## config.mk

```make
export PLATFORM = sky130hd
export DESIGN_NAME = vga_scan_controller
export DESIGN_NICKNAME = d
export VERILOG_FILES = /design/src/rtl/vga_timing_pkg.sv /design/src/rtl/vga_axis_fsm.sv /design/src/rtl/vga_scan_controller.sv
export SDC_FILE = /design/constraint.sdc
export NUM_CORES = 1
export LEC_CHECK = 0
export ABC_AREA = 1
export BUFFER_PORTS_ARGS = -buffer_cell sky130_fd_sc_hd__buf_2
export CAP_MARGIN = 5
export CORE_MARGIN = 5
export CORE_UTILIZATION = 35
export DETAILED_ROUTE_END_ITERATION = 10
export PLACE_DENSITY = 0.62
export SETUP_SLACK_MARGIN = 0.4
export SYNTH_ARGS = -nofsm -noshare
export SYNTH_HDL_FRONTEND = slang
export SYNTH_SLANG_ARGS = --single-unit
```

## constraint.sdc

```tcl
create_clock -name clk -period 1.75 [get_ports clk]
set_input_delay 0.2625 -clock clk [delete_from_list [all_inputs] [get_ports clk]]
set_output_delay 0.2625 -clock clk [all_outputs]
set_load 0.005 [all_outputs]
```

## src/rtl/vga_timing_pkg.sv

```systemverilog
// Shared timing types, default VGA 640x480 timing and end-count helpers.
package vga_timing_pkg;

   typedef enum logic [1:0] {
      LOW  = 2'b00,
      BP   = 2'b01,
      DISP = 2'b10,
      FP   = 2'b11
   } axis_state_e;

   localparam int unsigned DEF_CLK_PER_PIX = 4;
   localparam int unsigned DEF_H_SYNC      = 96;
   localparam int unsigned DEF_H_BP        = 48;
   localparam int unsigned DEF_H_ACT       = 640;
   localparam int unsigned DEF_H_FP        = 16;
   localparam int unsigned DEF_V_SYNC      = 2;
   localparam int unsigned DEF_V_BP        = 29;
   localparam int unsigned DEF_V_ACT       = 480;
   localparam int unsigned DEF_V_FP        = 10;
   localparam int unsigned DEF_SCALE_SHIFT = 2;
   localparam int unsigned DEF_ADDR_W      = 15;

   localparam int unsigned H_TOT =
      (DEF_H_SYNC + DEF_H_BP + DEF_H_ACT + DEF_H_FP) * DEF_CLK_PER_PIX;
   localparam int unsigned V_TOT = DEF_V_SYNC + DEF_V_BP + DEF_V_ACT + DEF_V_FP;

   // Last count of each axis state, in counter units
   typedef struct packed {
      logic [31:0] low_end;
      logic [31:0] bp_end;
      logic [31:0] disp_end;
      logic [31:0] fp_end;
   } axis_ends_t;

   // Derive per-state last counts from segment lengths and counts per unit
   function automatic axis_ends_t axis_ends(input int unsigned sync_len,
                                            input int unsigned bp_len,
                                            input int unsigned act_len,
                                            input int unsigned fp_len,
                                            input int unsigned unit);
      axis_ends_t e;
      e.low_end  = 32'(sync_len * unit - 1);
      e.bp_end   = 32'((sync_len + bp_len) * unit - 1);
      e.disp_end = 32'((sync_len + bp_len + act_len) * unit - 1);
      e.fp_end   = 32'((sync_len + bp_len + act_len + fp_len) * unit - 1);
      return e;
   endfunction

endpackage

```

## src/rtl/vga_axis_fsm.sv

```systemverilog
// One sync/blanking sequencer for a single scan axis (horizontal or vertical).
module vga_axis_fsm
   import vga_timing_pkg::*;
#(
   parameter int unsigned CNT_W = 12
) (
   input  logic             clk,
   input  logic             reset,
   input  logic [CNT_W-1:0] count,
   input  logic             advance,
   input  logic [CNT_W-1:0] end_low,
   input  logic [CNT_W-1:0] end_bp,
   input  logic [CNT_W-1:0] end_disp,
   input  logic [CNT_W-1:0] end_fp,
   output logic             sync_n,
   output logic             active
);

   axis_state_e state;
   axis_state_e state_nxt;

   // State register
   always_ff @(posedge clk or negedge reset) begin
      if (!reset) state <= LOW;
      else        state <= state_nxt;
   end

   // Leave each state on the clock after its last count
   always_comb begin
      state_nxt = state;
      if (advance) begin
         case (state)
            LOW:     if (count == end_low)  state_nxt = BP;
            BP:      if (count == end_bp)   state_nxt = DISP;
            DISP:    if (count == end_disp) state_nxt = FP;
            FP:      if (count == end_fp)   state_nxt = LOW;
            default: state_nxt = LOW;
         endcase
      end
   end

   // Moore outputs: sync low only in LOW, active only in DISP
   always_comb begin
      sync_n = 1'b1;
      active = 1'b0;
      case (state)
         LOW:     sync_n = 1'b0;
         DISP:    active = 1'b1;
         default: ;
      endcase
   end

endmodule

```

## src/rtl/vga_scan_controller.sv

```systemverilog
// VGA scan sequencer: H/V counters, sync generation, frame-buffer read schedule, RGB output.
module vga_scan_controller
   import vga_timing_pkg::*;
#(
   parameter int unsigned CLK_PER_PIX = DEF_CLK_PER_PIX,
   parameter int unsigned H_SYNC      = DEF_H_SYNC,
   parameter int unsigned H_BP        = DEF_H_BP,
   parameter int unsigned H_ACT       = DEF_H_ACT,
   parameter int unsigned H_FP        = DEF_H_FP,
   parameter int unsigned V_SYNC      = DEF_V_SYNC,
   parameter int unsigned V_BP        = DEF_V_BP,
   parameter int unsigned V_ACT       = DEF_V_ACT,
   parameter int unsigned V_FP        = DEF_V_FP,
   parameter int unsigned SCALE_SHIFT = DEF_SCALE_SHIFT,
   parameter int unsigned ADDR_W      = DEF_ADDR_W
) (
   input  logic              clk,
   input  logic              reset,
   input  logic              enable,
   output logic              pix_rd,
   output logic [ADDR_W-1:0] pix_addr,
   input  logic [2:0]        pix_data,
   output logic              HSYNC,
   output logic              VSYNC,
   output logic              VGA_R,
   output logic              VGA_G,
   output logic              VGA_B,
   output logic              frame_start
);

   localparam axis_ends_t  H_E = axis_ends(H_SYNC, H_BP, H_ACT, H_FP, CLK_PER_PIX);
   localparam axis_ends_t  V_E = axis_ends(V_SYNC, V_BP, V_ACT, V_FP, 1);
   localparam int unsigned H_TOTAL     = (H_SYNC + H_BP + H_ACT + H_FP) * CLK_PER_PIX;
   localparam int unsigned V_TOTAL     = V_SYNC + V_BP + V_ACT + V_FP;
   localparam int unsigned HC_W        = $clog2(H_TOTAL);
   localparam int unsigned VC_W        = $clog2(V_TOTAL);
   // Read strobe leads the first visible clk by 2 (address reg + sync memory),
   // so the decision to issue is taken one clk earlier still.
   localparam int unsigned DISP_START  = (H_SYNC + H_BP) * CLK_PER_PIX;
   localparam int unsigned RD_PRE      = DISP_START - 3;
   localparam int unsigned RD_PRE_LAST = RD_PRE + CLK_PER_PIX * (H_ACT - 1);
   localparam int unsigned PH_W        = (CLK_PER_PIX > 1) ? $clog2(CLK_PER_PIX) : 1;
   localparam int unsigned X_W         = $clog2(H_ACT + 1);
   localparam int unsigned YS_W        = (SCALE_SHIFT > 0) ? SCALE_SHIFT : 1;
   localparam int unsigned Y_SUB_LAST  = (1 << SCALE_SHIFT) - 1;
   localparam int unsigned ROW_STRIDE  = H_ACT >> SCALE_SHIFT;

   logic              running, running_d;
   logic [HC_W-1:0]   h_count, h_d;
   logic [VC_W-1:0]   v_count, v_d;
   logic              h_wrap, v_last;
   logic              h_sync_n, h_active, v_sync_n, v_active;
   logic              rd_window, issue;
   logic [PH_W-1:0]   phase, phase_d;
   logic [X_W-1:0]    x_q;
   logic [YS_W-1:0]   y_sub;
   logic [ADDR_W-1:0] row_base;
   logic              rd_d1;
   logic [2:0]        rgb_q;

   // Next counter and run-flag values; enable is only honoured at frame boundaries
   always_comb begin
      h_wrap    = (h_count == HC_W'(H_E.fp_end));
      v_last    = (v_count == VC_W'(V_E.fp_end));
      running_d = running;
      h_d       = h_count;
      v_d       = v_count;
      if (!running) begin
         running_d = enable;
         h_d       = '0;
         v_d       = '0;
      end else begin
         h_d = h_wrap ? '0 : h_count + HC_W'(1);
         if (h_wrap) v_d = v_last ? '0 : v_count + VC_W'(1);
         if (h_wrap && v_last) running_d = enable;
      end
   end

   // Counters, run flag and frame-start pulse
   always_ff @(posedge clk or negedge reset) begin
      if (!reset) begin
         running     <= 1'b0;
         h_count     <= '0;
         v_count     <= '0;
         frame_start <= 1'b0;
      end else begin
         running     <= running_d;
         h_count     <= h_d;
         v_count     <= v_d;
         frame_start <= running_d && (h_d == '0) && (v_d == '0);
      end
   end

   vga_axis_fsm #(.CNT_W(HC_W)) u_h_fsm (
      .clk      (clk),
      .reset    (reset),
      .count    (h_count),
      .advance  (running),
      .end_low  (HC_W'(H_E.low_end)),
      .end_bp   (HC_W'(H_E.bp_end)),
      .end_disp (HC_W'(H_E.disp_end)),
      .end_fp   (HC_W'(H_E.fp_end)),
      .sync_n   (h_sync_n),
      .active   (h_active)
   );

   vga_axis_fsm #(.CNT_W(VC_W)) u_v_fsm (
      .clk      (clk),
      .reset    (reset),
      .count    (v_count),
      .advance  (running && h_wrap),
      .end_low  (VC_W'(V_E.low_end)),
      .end_bp   (VC_W'(V_E.bp_end)),
      .end_disp (VC_W'(V_E.disp_end)),
      .end_fp   (VC_W'(V_E.fp_end)),
      .sync_n   (v_sync_n),
      .active   (v_active)
   );

   assign HSYNC = h_sync_n;
   assign VSYNC = v_sync_n;

   // Issue one read every CLK_PER_PIX clks inside the read window of an active line
   always_comb begin
      rd_window = running && v_active &&
                  (h_count >= HC_W'(RD_PRE)) && (h_count <= HC_W'(RD_PRE_LAST));
      issue     = rd_window && (phase == '0);
      phase_d   = '0;
      if (rd_window) phase_d = (phase == PH_W'(CLK_PER_PIX - 1)) ? '0 : phase + PH_W'(1);
   end

   // Read strobe, column counter and registered address
   always_ff @(posedge clk or negedge reset) begin
      if (!reset) begin
         phase    <= '0;
         x_q      <= '0;
         pix_rd   <= 1'b0;
         pix_addr <= '0;
         rd_d1    <= 1'b0;
      end else begin
         phase  <= phase_d;
         pix_rd <= issue;
         rd_d1  <= pix_rd;
         if (issue) pix_addr <= row_base + ADDR_W'(x_q >> SCALE_SHIFT);
         if (!running || h_wrap) x_q <= '0;
         else if (issue)         x_q <= x_q + X_W'(1);
      end
   end

   // Row base accumulates one stored-image row every 2**SCALE_SHIFT active lines
   always_ff @(posedge clk or negedge reset) begin
      if (!reset) begin
         y_sub    <= '0;
         row_base <= '0;
      end else if (!running || (h_wrap && v_last)) begin
         y_sub    <= '0;
         row_base <= '0;
      end else if (h_wrap && v_active) begin
         if (y_sub == YS_W'(Y_SUB_LAST)) begin
            y_sub    <= '0;
            row_base <= row_base + ADDR_W'(ROW_STRIDE);
         end else begin
            y_sub <= y_sub + YS_W'(1);
         end
      end
   end

   // Capture memory data; blank on the last display clk and whenever outside display
   always_ff @(posedge clk or negedge reset) begin
      if (!reset) begin
         rgb_q <= '0;
      end else if (rd_d1) begin
         rgb_q <= pix_data;
      end else if (!(running && h_active && v_active) ||
                   (h_count == HC_W'(H_E.disp_end))) begin
         rgb_q <= '0;
      end
   end

   assign VGA_R = rgb_q[2];
   assign VGA_G = rgb_q[1];
   assign VGA_B = rgb_q[0];

endmodule

```

## After elaboration in Yosys (flattened, before gate mapping)

Index checks and enable logic that the tools add are counted.

- Register bits: 77
- Bits of input ports: 6
- Word-level logic and storage cells: 108

- Add/sub/neg operators: 7
- $lt $le $gt $ge: 2
- Equality and inequality tests: 24
- Muxes and demuxes: 33
- Reduce and logical (&&, ||, !) cells: 28

Operators with widths:

| operator | count |
|---|---|
| $mux W10 | 5 |
| $mux W15 | 3 |
| $mux W2 | 13 |
| $eq A12 B12 Y1 const B | 2 |
| $mux W12 | 2 |
| $add A10 B1 Y10 const B | 2 |
| $pmux W2 S4 | 2 |
| $add A15 B8 Y15 | 1 |
| $add A15 B8 Y15 const B | 1 |
| $add A12 B1 Y12 const B | 1 |
| $eq A12 B10 Y1 const B | 1 |
| $eq A12 B9 Y1 const B | 1 |
| $eq A2 B2 Y1 const B | 6 |
| $ge A12 B10 Y1 const B | 1 |
| $le A12 B12 Y1 const B | 1 |
| $logic_not A12 Y1 | 1 |
| $logic_and A1 B1 Y1 | 11 |
| $eq A10 B1 Y1 const B | 1 |
| $eq A10 B10 Y1 const B | 1 |
| $eq A10 B5 Y1 const B | 1 |
| $eq A10 B9 Y1 const B | 1 |
| $logic_not A10 Y1 | 1 |
| $ne A2 B1 Y1 const B | 5 |
| $reduce_and A5 Y1 | 2 |
| 10 further kinds | 28 |

## Logic depth before layout (Yosys ltp)

Gate-level depths: netlist (run 1).

- Depth in word-level cells: 8
- Mapped depth: 13

## Hierarchy

Synthesis (run 1) repeated with hierarchy kept, for this count alone.

- Cell total of the unflattened synthesis: 867
- Area, all modules: 5793.1 um^2

Modules (own cells, without submodules):

| module | times used | cells an instance | area an instance (um^2) | sequential area each (um^2) |
|---|---|---|---|---|
| vga_scan_controller | 1 | 536 | 3996.3 | 1701.6 |
| vga_axis_fsm at u_h_fsm | 1 | 170 | 975.9 | 50.0 |
| vga_axis_fsm at u_v_fsm | 1 | 161 | 820.8 | 50.0 |

## Least setup slack after synthesis (run 1)

Ideal clock, no wire load.

- Kind: reg2reg
- Start point: register v_count[0]
- End point: register row_base[8]
- Arrival time: 1.625 ns
- Path slack: -0.002 ns
- Cell stages (with the launch flop): 13
- Buffers on the path: 1
- Clock period less this slack: 1.752 ns
- Path through: dfrtp_1 -> inv_1 -> ha_1 -> nand3_1 -> nor2_1 -> nand2_1 -> nand2_1 -> nand2_4 -> inv_4 -> nor2_2 -> a21oi_4 -> buf_6 -> o21ai_0

- Longest elaborated chain between the ends: 5

Ends and longest elaborated chain:

| item | line | text |
|---|---|---|
| start, declared | vga_scan_controller.sv:50 | `logic [VC_W-1:0] v_count, v_d;` |
| start signal, assigned | vga_scan_controller.sv:89 | `v_count <= v_d;` |
| $eq A10 B10 Y1 * | vga_scan_controller.sv:64 | `v_last = (v_count == VC_W'(V_E.fp_end));` |
| $logic_and A1 B1 Y1 * | vga_scan_controller.sv:155 | `end else if (!running \|\| (h_wrap && v_last)) begin` |
| $logic_or A1 B1 Y1 * | vga_scan_controller.sv:155 |  |
| $reduce_bool A2 Y1 (no line) | -- |  |
| $reduce_and A2 Y1 (no line) | -- |  |
| end signal, assigned | vga_scan_controller.sv:161 | `row_base <= row_base + ADDR_W'(ROW_STRIDE);` |
| end, declared | vga_scan_controller.sv:57 | `logic [ADDR_W-1:0] row_base;` |

Mark *: on every way between the ends. The rest lies on a longest branch, timed or not.
A chain may end at the register's enable or synchronous reset.

## Worst setup path in the final report (run 1)

- Start point: register h_count[9]
- End point: register y_sub[1]

- Longest elaborated chain between the ends: 4

Ends and longest elaborated chain:

| item | line | text |
|---|---|---|
| start, declared | vga_scan_controller.sv:49 | `logic [HC_W-1:0] h_count, h_d;` |
| start signal, assigned | vga_scan_controller.sv:83 | `h_count <= '0;` |
| start signal, assigned | vga_scan_controller.sv:88 | `h_count <= h_d;` |
| $eq A12 B12 Y1 * | vga_scan_controller.sv:63 | `h_wrap = (h_count == HC_W'(H_E.fp_end));` |
| $logic_and A1 B1 Y1 | vga_scan_controller.sv:155 |  |
| $logic_or A1 B1 Y1 | vga_scan_controller.sv:155 |  |
| $mux W2 or $reduce_bool A2 Y1 (tied branches) | -- |  |
| end signal, assigned | vga_scan_controller.sv:163 | `y_sub <= y_sub + YS_W'(1);` |
| end, declared | vga_scan_controller.sv:56 | `logic [YS_W-1:0] y_sub;` |

Marked as above.

==> metrics.csv, run 1 <==
metric,value,unit
clk_latency,340,ps
grt_pass1_vias,4464,
syn2layout_area_growth,50.1,%
final_min_period_over_clock_period,1.06,
switchingPower,0.000739,W
timing.rr.end,y_sub[1],
antenna_found_initial,0,
grt_pass1_wl,20.5,mm
vias,4240,
max_freq,540,MHz
clkPwrFrac,0.518,
regArea,1810,µm²
num_io_pins,28,
grt_usage,0.168,
r2r_slack,-100,ps
critical-path-slowest-cell,dfrtp_1,
min_from,pix_data[1],
initial_utilization,0.357,
numCtsBuffers,9,
crit_type,reg -> reg,
fp.dieH,123,µm
critPathLaunch,h_count[9],
p_int,0.00282,W
htreeDepth,3,
r2r-start,h_count[9],
ys_ff_latch,72,
cts_sinks,72,
period_minus_slack,1850,ps
diodes,0,
ys_warn_count,0,
cts_tree,built,
layout.cells.non_filler,901,
die_x,123,µm
whs_path_depth,2,
numPortBuffers,27,
netlist_area,4500,µm²
core-area,12600,µm²
setup_tns,-2110,ps
clk_path_buf_depth,2,
status,"complete, but fails checks",
hpwl,8.02,mm
multiInputGateArea,2930,µm²
hold_class,in -> reg,
p_comb_frac,0.013,
die_area,15200,µm²
grt_max_degree,44,
drt_iter0_drc,191,
worstSetupStartpointType,flop,
path_common_cell,buf_6,
r2r_cells,13,
ant_nets,0,
grt.overflow.total,0,
synth-seq-area-share,0.400,
report.final.slew_viol_count,0,
postPlaceCellArea,5400,µm²
clkTransAtPathRegs,60,ps
maxCapViolCount,0,
endpoint,y_sub[1],
leakage,3.35,nW
worst_path_largest_cell_delay,410,ps
syn_nets,625,
layout_common_cells,"nand2_1, dfrtp_1, buf_4, inv_1, nor2_1",
synthCells,595,
preCtsSetupSlack,-13.5,ps
nNetsFinal,754,
finalWeightedCongestion,0.871,
final_cell_area,6760,µm²
cp_cell_sequence,"buf_6, inv_2, nand2_1, nor2_2, nand3_4, buf_8, nor2_4, nor2_4, buf_4, buf_6, buf_6, nand2_2, nand2_1",
drt-vias-per-instance,4.71,
drive_above_1_share,0.418,
wl_per_cell,13.4,µm
violations,setup timing,
clockRootBuffer,clkbuf_16,
async_reset_ff_frac,1.00,
netSwitchingFraction,0.208,
skew,6.93,ps
worstSetupEndpointType,flop,
ys_types,33,
setup_viol,40,
drc_errors,0,
max-vdd-ir-drop,0.415,mV
finalHoldViolCount,0,
dp.cells,837,
path_max_fanout,4,
arrival,2070,ps
wl,12.1,mm
cellPowerDensity,526,nW/µm²
seqPwrFrac,0.468,
rsz0062_at_grt,true,
n_fill_cell,1145,
synth-edff-count,0,
ys_dominant_reg_cell,dfrtp_1,
placement_rows,41,
fin_ws,-101,ps
avgSynthCellArea,7.57,µm²
firstDrtPassIters,5,
layout_commonest_cell,nand2_1,
worst_ep_required_time,1970,ps
## sequential cells by signal, summed over array words and instances (netlist names)
signal / count
y_sub: 2
x_q: 10
rd_d1: 1
running: 1
u_h_fsm.state: 2
pix_addr: 15
frame_start: 1
pix_rd: 1
u_v_fsm.state: 2
v_count: 10
row_base: 10
h_count: 12
phase: 2
rgb_q: 3
## worst max-delay path: cells and delay by family (launching register included)
family                 cells  cell delay [ps]
AND/OR/NAND/NOR            7              640
buffers and inverters      6              680
flip-flops                 1              410
## worst min-delay path by stage
stage / endpoint / slack (ps)
CTS: rgb_q[1] / 140
finish: rgb_q[1] / 150
detailed placement: pix_addr[14] / 220
floorplan: frame_start / -30
global placement: pix_addr[14] / 220
global route: rgb_q[1] / 160
## Yosys cell counts, types with 2 or more instances
| cell | n | area share |
|---|---|---|
| dfrtp_1 | 72 | 0.40 |
| nand3_1 | 59 | 0.066 |
| nand4_1 | 8 | 0.011 |
| nor2_4 | 4 | 0.010 |
| o21ai_2 | 12 | 0.023 |
| ha_1 | 24 | 0.067 |
| a32o_1 | 3 | 0.0067 |
| xnor2_1 | 6 | 0.012 |
| o21ai_1 | 2 | 0.0022 |
| inv_1 | 77 | 0.064 |
| nor2_2 | 2 | 0.0028 |
| buf_2 | 3 | 0.0033 |
| a21oi_1 | 3 | 0.0033 |
| nand3_2 | 7 | 0.016 |
| nor2_1 | 65 | 0.054 |
| buf_6 | 4 | 0.010 |
| xor2_1 | 22 | 0.043 |
| inv_2 | 3 | 0.0025 |
| nor3_1 | 7 | 0.0078 |
| o21ai_0 | 19 | 0.021 |
| nand2_1 | 177 | 0.15 |
| nand2_4 | 3 | 0.0075 |
| clkbuf_1 | 3 | 0.0025 |
## cells by family (layout without fill, tap and decap cells)
logic type,count (synthesis),in the layout,synth area share
buf+inv,93,227,0.0867
flops,72,72,0.400
other cells,1,1,0.000833
xor+xnor,28,28,0.0545
compound gates,42,42,0.0634
simple gates,335,335,0.328
fa+ha+maj,24,24,0.0667
## power groups by stage
stage | clock, W | sequential (W) | combinational [W]
5_1_grt | 0.00196 | 0.00166 | 0.0000574
4_1_cts | 0.00189 | 0.00166 | 0.0000502
6_report | 0.00184 | 0.00167 | 0.0000478
3_5_place_dp | 0 | 0.00170 | 0.0000483
2_1_floorplan | 0 | 0.00170 | 0.00000115
3_3_place_gp | 0 | 0.00170 | 0.0000478
## metrics by stage
stage               total power [W]  hold slack (ps)   util
floorplan                   0.00170            -33.1      -
global placement            0.00174              222  0.428
detailed placement          0.00174              225  0.428
CTS                         0.00360              139  0.513
global route                0.00368              158  0.536
finish                      0.00356              152  0.536
## cell type report
| class | count | share of cell area |
|---|---|---|
| clock buffers | 11 | 0.0359 |
| clock inverters | 5 | 0.00833 |
| well taps | 172 | 0.0318 |
| repair buffers | 129 | 0.174 |
| multi-input cells | 430 | 0.434 |
| inverters | 82 | 0.0490 |
| flip-flops and latches | 72 | 0.267 |
## metal layers
layer | routed length (µm) | vias up | GRT usage
met4 | 219 | 0 | 0.0699
met3 | 450 | 22 | 0.0265
met2 | 6410 | 84 | 0.297
met5 | 0 | - | 0
met1 | 5020 | 2005 | 0.204
li1 | - | 2129 | -
## repair_timing
item                                   4_1_cts  5_1_grt
resized for setup                          126       54
setup endpoints to repair                   64       71
endpoints found under the hold margin       29        0
buffers inserted                            32       11
hold buffers                                 1        0
cloned                                       4        0
pin swaps                                   43       28
Note: power is estimated with default switching activity, not from simulation.
==> run 2: changes to the inputs <==
--- a/config.mk
+++ b/config.mk
@@ -8,11 +8,15 @@
 export ABC_AREA = 1
 export BUFFER_PORTS_ARGS = -buffer_cell sky130_fd_sc_hd__buf_2
 export CAP_MARGIN = 5
+export CELL_PAD_IN_SITES_DETAIL_PLACEMENT = 0
+export CELL_PAD_IN_SITES_GLOBAL_PLACEMENT = 1
 export CORE_MARGIN = 5
 export CORE_UTILIZATION = 35
 export DETAILED_ROUTE_END_ITERATION = 10
-export PLACE_DENSITY = 0.62
+export MAX_ROUTING_LAYER = met4
+export PLACE_DENSITY = 0.76
 export SETUP_SLACK_MARGIN = 0.4
+export SLEW_MARGIN = 0
 export SYNTH_ARGS = -nofsm -noshare
 export SYNTH_HDL_FRONTEND = slang
 export SYNTH_SLANG_ARGS = --single-unit
==> run 2 against run 1 <==
- the run still ends with setup timing left
- sequential cell count is the same
- core utilization shrank 3.9 points
- power shrank 4.6%
- register-to-register slack gained 95 ps
- routed wire length shrank 8.0%
- clock skew grew 2.0 ps
- first-iteration DRC count shrank 13%
- sequential share of layout area grew 2.2 points
- via count shrank 2.9%
- clock-buffer cell count grew 1
- combinational power grew 4.6%
- clock power shrank 9%
- critical path type unchanged
- critical endpoint is now row_base[13]
==> metrics.csv, run 2 (synthesis gave the netlist of run 1 again) <==
metric,value,unit
period_minus_slack,1760,ps
max_freq,570,MHz
clkTransAtPathRegs,60,ps
setup_viol,4,
drive_above_1_share,0.355,
diodes,0,
hold_class,in -> reg,
fin_ws,-5.47,ps
htreeDepth,3,
layout_commonest_cell,nand2_1,
vias,4115,
setup_tns,-11.9,ps
ant_nets,0,
final_cell_area,6260,µm²
rsz0062_at_grt,true,
n_fill_cell,1246,
report.final.slew_viol_count,0,
crit_type,reg -> reg,
numCtsBuffers,9,
grt_pass1_wl,19.1,mm
r2r_slack,-5,ps
clk_path_buf_depth,2,
postPlaceCellArea,5430,µm²
grt_pass1_vias,4112,
worstSetupEndpointType,flop,
max-vdd-ir-drop,0.333,mV
regMostFlops,pix_addr,
violations,setup timing,
nNetsFinal,737,
largest_reg_flops,15,
core-area,12600,µm²
drc_errors,0,
cellPowerDensity,541,nW/µm²
clockRootBuffer,clkbuf_16,
arrival,2010,ps
final_min_period_over_clock_period,1.00,
initial_utilization,0.357,
dp.cells,841,
cts_sinks,72,
die_x,123,µm
die_area,15200,µm²
finalWeightedCongestion,0.860,
drt-vias-per-instance,4.67,
grt.overflow.total,0,
drt_iter0_drc,166,
numPortBuffers,27,
final_util,0.496,
skew,8.94,ps
hpwl,8.23,mm
layout.cells.non_filler,881,
cts_tree,built,
top_regs,"pix_addr x15, h_count x12",
grt_usage,0.163,
finalHoldViolCount,0,
num_io_pins,28,
firstDrtPassIters,4,
layout_common_cells,"nand2_1, inv_1, dfrtp_1, buf_4, nand3_1",
worstSetupStartpointType,flop,
fp.dieH,123,µm
syn2layout_area_growth,39.1,%
status,"complete, but fails checks",
maxCapViolCount,0,
clk_latency,340,ps
leakage,3.17,nW
placement_rows,41,
wl_per_cell,12.6,µm
path_max_fanout,6,
holdWs,151,ps
wl,11.1,mm
worst_ep_required_time,2010,ps
antenna_found_initial,0,
grt_max_degree,43,
[run 2: changes by cell type in the layout (fill, tap and decap cells not counted), sizes merged]
cell | before | now
buf | 128 | 111
clkbuf | 11 | 12
clkinvlp | 1 | 0
clkinv | 4 | 2
bufinv | 1 | 0
[run 2: final cells by class]
class                           count  area, µm²  share of cell area
Multi-Input combinational cell    430       2740               0.437
Sequential cell                    72       1810               0.289
Timing Repair Buffer              112        915               0.146
Inverter                           82        324              0.0517
Clock buffer                       12        256              0.0410
Tap cell                          172        215              0.0344
Clock inverter                      1       5.00            0.000799
[run 2: through the flow]
step	setup WS, ps	power, W
detailed placement	-72.9	0.00175
floorplan	76.6	0.00170
global placement	-7.70	0.00175
CTS	12.5	0.00343
global route	-121	0.00352
finish	-5.47	0.00339
[run 2: final timing paths]
kind | depth (start not counted) | startpoint | endpoint
setup / recovery | 11 | h_count[0] | row_base[13]
hold / removal | 2 | pix_data[2] | rgb_q[2]
setup reg to reg | 11 | h_count[0] | row_base[13]
hold reg to reg | 0 | pix_rd | rd_d1
max in group asynchronous | 3 | reset | h_count[7]
min in group asynchronous | 2 | reset | row_base[11]
[run 2: timing repair]
item	4_1_cts	5_1_grt
gates resized for setup	57	54
endpoints found under the hold margin	15	0
pin swaps	21	22
buffers inserted	20	6
setup endpoints to repair	68	69
hold buffers	1	0
[run 2: worst max-delay path, stage by stage (launching register included)]
cell and delay [ps]:
dfrtp_2 410, ha_4 160, nand3_4 80, inv_4 90, nand3_4 120, buf_12 170
nor2_4 110, nor2_4 60, a21oi_4 210, buf_6 160, nand2_2 40, o21ai_1 60
[run 2: where the power goes]
part	switching [W]	total, W	internal, W
Sequential	0	0.00167	0.00167
Clock	0.000664	0.00167	0.00101
Combinational	0.0000375	0.0000500	0.0000125
Total	0.000701	0.00339	0.00269
[run 2: per-layer routing]
metal	part of all wire	wire length, µm	up-vias	track usage
met1	0.47	5190	1965	0.202
met4	0.015	172	0	0.0609
met3	0.021	236	12	0.0311
li1	-	-	2092	-
met5	0	0	-	-
met2	0.50	5530	46	0.264
==> run 3: changes to the inputs <==
--- a/config.mk
+++ b/config.mk
@@ -14,8 +14,8 @@
 export CORE_UTILIZATION = 35
 export DETAILED_ROUTE_END_ITERATION = 10
 export MAX_ROUTING_LAYER = met4
-export PLACE_DENSITY = 0.76
-export SETUP_SLACK_MARGIN = 0.4
+export PLACE_DENSITY = 0.73
+export SETUP_SLACK_MARGIN = 0.1
 export SLEW_MARGIN = 0
 export SYNTH_ARGS = -nofsm -noshare
 export SYNTH_HDL_FRONTEND = slang
==> constraint.sdc (replaced) <==
create_clock -name clk -period 1.7 [get_ports clk]
set_input_delay 0.255 -clock clk [delete_from_list [all_inputs] [get_ports clk]]
set_output_delay 0.255 -clock clk [all_outputs]
set_load 0.005 [all_outputs]
==> run 3 against run 2 <==
- critical path depth stayed put
- the flow still finishes with violations (setup timing)
- worst hold slack worse by 24 ps
- via count is 4.3% higher
- cell area is 4.1% higher
- non-clock buffer count is 28 higher
- cell count is 3.4% higher
- die area stayed put
- sequential cell count stayed put
- largest cell class unchanged
- routed wire length is 8.8% higher
- fmax is 6.0% lower
- clock-buffer cell count is 1 lower
==> metrics.csv, run 3 (synthesis gave the netlist of run 1 again) <==
metric,value,unit
antenna_found_initial,0,
rsz0062_at_grt,true,
setup_tns,-4320,ps
max_freq,536,MHz
r2r-start,h_count[8],
cts_sinks,72,
firstDrtPassIters,4,
critical-path-slowest-cell,dfrtp_1,
path_max_fanout,8,
fp.dieH,123,µm
whs_path_depth,2,
r2r_cells,11,
cellPowerDensity,551,nW/µm²
postPlaceCellArea,5580,µm²
diodes,0,
grt.overflow.total,0,
clkTransAtPathRegs,60,ps
drt-vias-per-instance,4.71,
hold_class,in -> reg,
largest_reg_flops,15,
clk_path_buf_depth,2,
layout_commonest_cell,nand2_1,
nNetsFinal,765,
leakage,3.32,nW
initial_utilization,0.357,
worstSetupEndpointType,flop,
grt_max_degree,63,
cp_cell_sequence,"buf_6, nor2_4, nand2_2, nor2_4, nand3_2, o21ai_4, buf_6, nand4_4, clkbuf_16, nand2_2, o21ai_2",
period_minus_slack,1870,ps
r2r_slack,-170,ps
num_io_pins,28,
drt_iter0_drc,267,
report.final.slew_viol_count,0,
top_regs,"pix_addr x15, h_count x12",
wl_per_cell,13.3,µm
grt_pass1_wl,19.2,mm
regMostFlops,pix_addr,
clockRootBuffer,clkbuf_16,
syn2layout_area_growth,44.8,%
timing.rr.end,pix_addr[12],
skew,8.67,ps
ant_nets,0,
grt_usage,0.164,
worstSetupStartpointType,flop,
min_from,pix_data[0],
die_x,123,µm
core-area,12600,µm²
cts_tree,built,
whs_endpoint,rgb_q[0],
layout_common_cells,"nand2_1, buf_4, dfrtp_1, inv_1, nor2_1",
power.total,0.00359,W
vias,4292,
drc_errors,0,
finalWeightedCongestion,0.875,
final_min_period_over_clock_period,1.10,
numCtsBuffers,9,
setup_viol,37,
final_cell_area,6520,µm²
wl,12.1,mm
max-vdd-ir-drop,0.310,mV
drive_above_1_share,0.365,
placement_rows,41,
htreeDepth,3,
crit_type,reg -> reg,
holdWs,126,ps
fin_ws,-167,ps
die_area,15200,µm²
maxCapViolCount,0,
worst_path_largest_cell_delay,380,ps
status,"complete, but fails checks",
violations,setup timing,
clk_latency,350,ps
finalHoldViolCount,0,
arrival,2100,ps
worst_ep_required_time,1940,ps
hpwl,8.31,mm
grt_pass1_vias,4161,
numPortBuffers,27,
-- run 3: cell types whose count changed in the layout (fill, tap and decap cells not counted), moves of 3 or more --
cell | before | now
buf_4 | 63 | 85
ha_1 | 16 | 20
ha_2 | 3 | 0
dfrtp_2 | 6 | 2
o21ai_0 | 10 | 7
inv_1 | 66 | 69
inv_2 | 11 | 7
dfrtp_1 | 66 | 70
nor2_1 | 41 | 53
nand2_4 | 5 | 12
nand2_1 | 149 | 143
buf_6 | 17 | 20
nor2_4 | 13 | 10
nor2_2 | 17 | 8
-- run 3: critical path, delay by kind of cell (launching register included) --
family | cells | cell delay, ps
AO/OA/AOI/OAI | 2 | 210
flip-flops | 1 | 380
buffers and inverters | 3 | 500
AND/OR/NAND/NOR | 6 | 660
-- run 3: through the flow --
stage,util,cells,setup WS (ps)
finish,0.517,911,-167
global route,0.517,911,-237
CTS,0.489,901,-60.2
detailed placement,0.442,867,-124
global placement,0.442,867,-112
floorplan,-,595,26.6
-- run 3: worst max path at each step --
stage                     cells past startpoint        from           end  slack, ps
final                                        11  h_count[8]  pix_addr[12]       -170
after global placement                       11  h_count[8]        x_q[9]       -110
after detailed placement                     11  h_count[9]        x_q[2]       -120
after CTS                                    12  h_count[8]        x_q[6]        -60
after global routing                         11  h_count[9]  pix_addr[12]       -240
after floorplan                              13  v_count[0]   row_base[6]         30
-- run 3: final cells by class --
class,instances,area (µm²)
Clock buffer,11,253
Clock inverter,4,28.8
Fill cell,1213,6100
Inverter,82,327
Multi-Input combinational cell,430,2710
Sequential cell,72,1800
Tap cell,172,215
Timing Repair Buffer,140,1180
-- run 3: power by group --
part / internal, W / total (W) / switching (W)
clock network: 0.00106 / 0.00183 / 0.000766
registers: 0.00171 / 0.00171 / 0
logic: 0.0000115 / 0.0000504 / 0.0000390
total: 0.00279 / 0.00359 / 0.000805
-- run 3: repair_timing --
| item | CTS | global route |
|---|---|---|
| endpoints found under the setup margin | 50 | 60 |
| hold endpoints to repair | 10 | 0 |
| hold buffers | 1 | 0 |
| gates cloned | 1 | 3 |
| pin swaps | 18 | 26 |
| setup buffers | 18 | 7 |
| resized for setup | 48 | 67 |
-- run 3: routing by layer --
metal,vias to the layer above,GRT usage,wire length [µm]
li1,2158,-,-
met3,19,0.0270,439
met2,69,0.266,5860
met1,2046,0.205,5570
met5,-,-,0
met4,0,0.0651,242
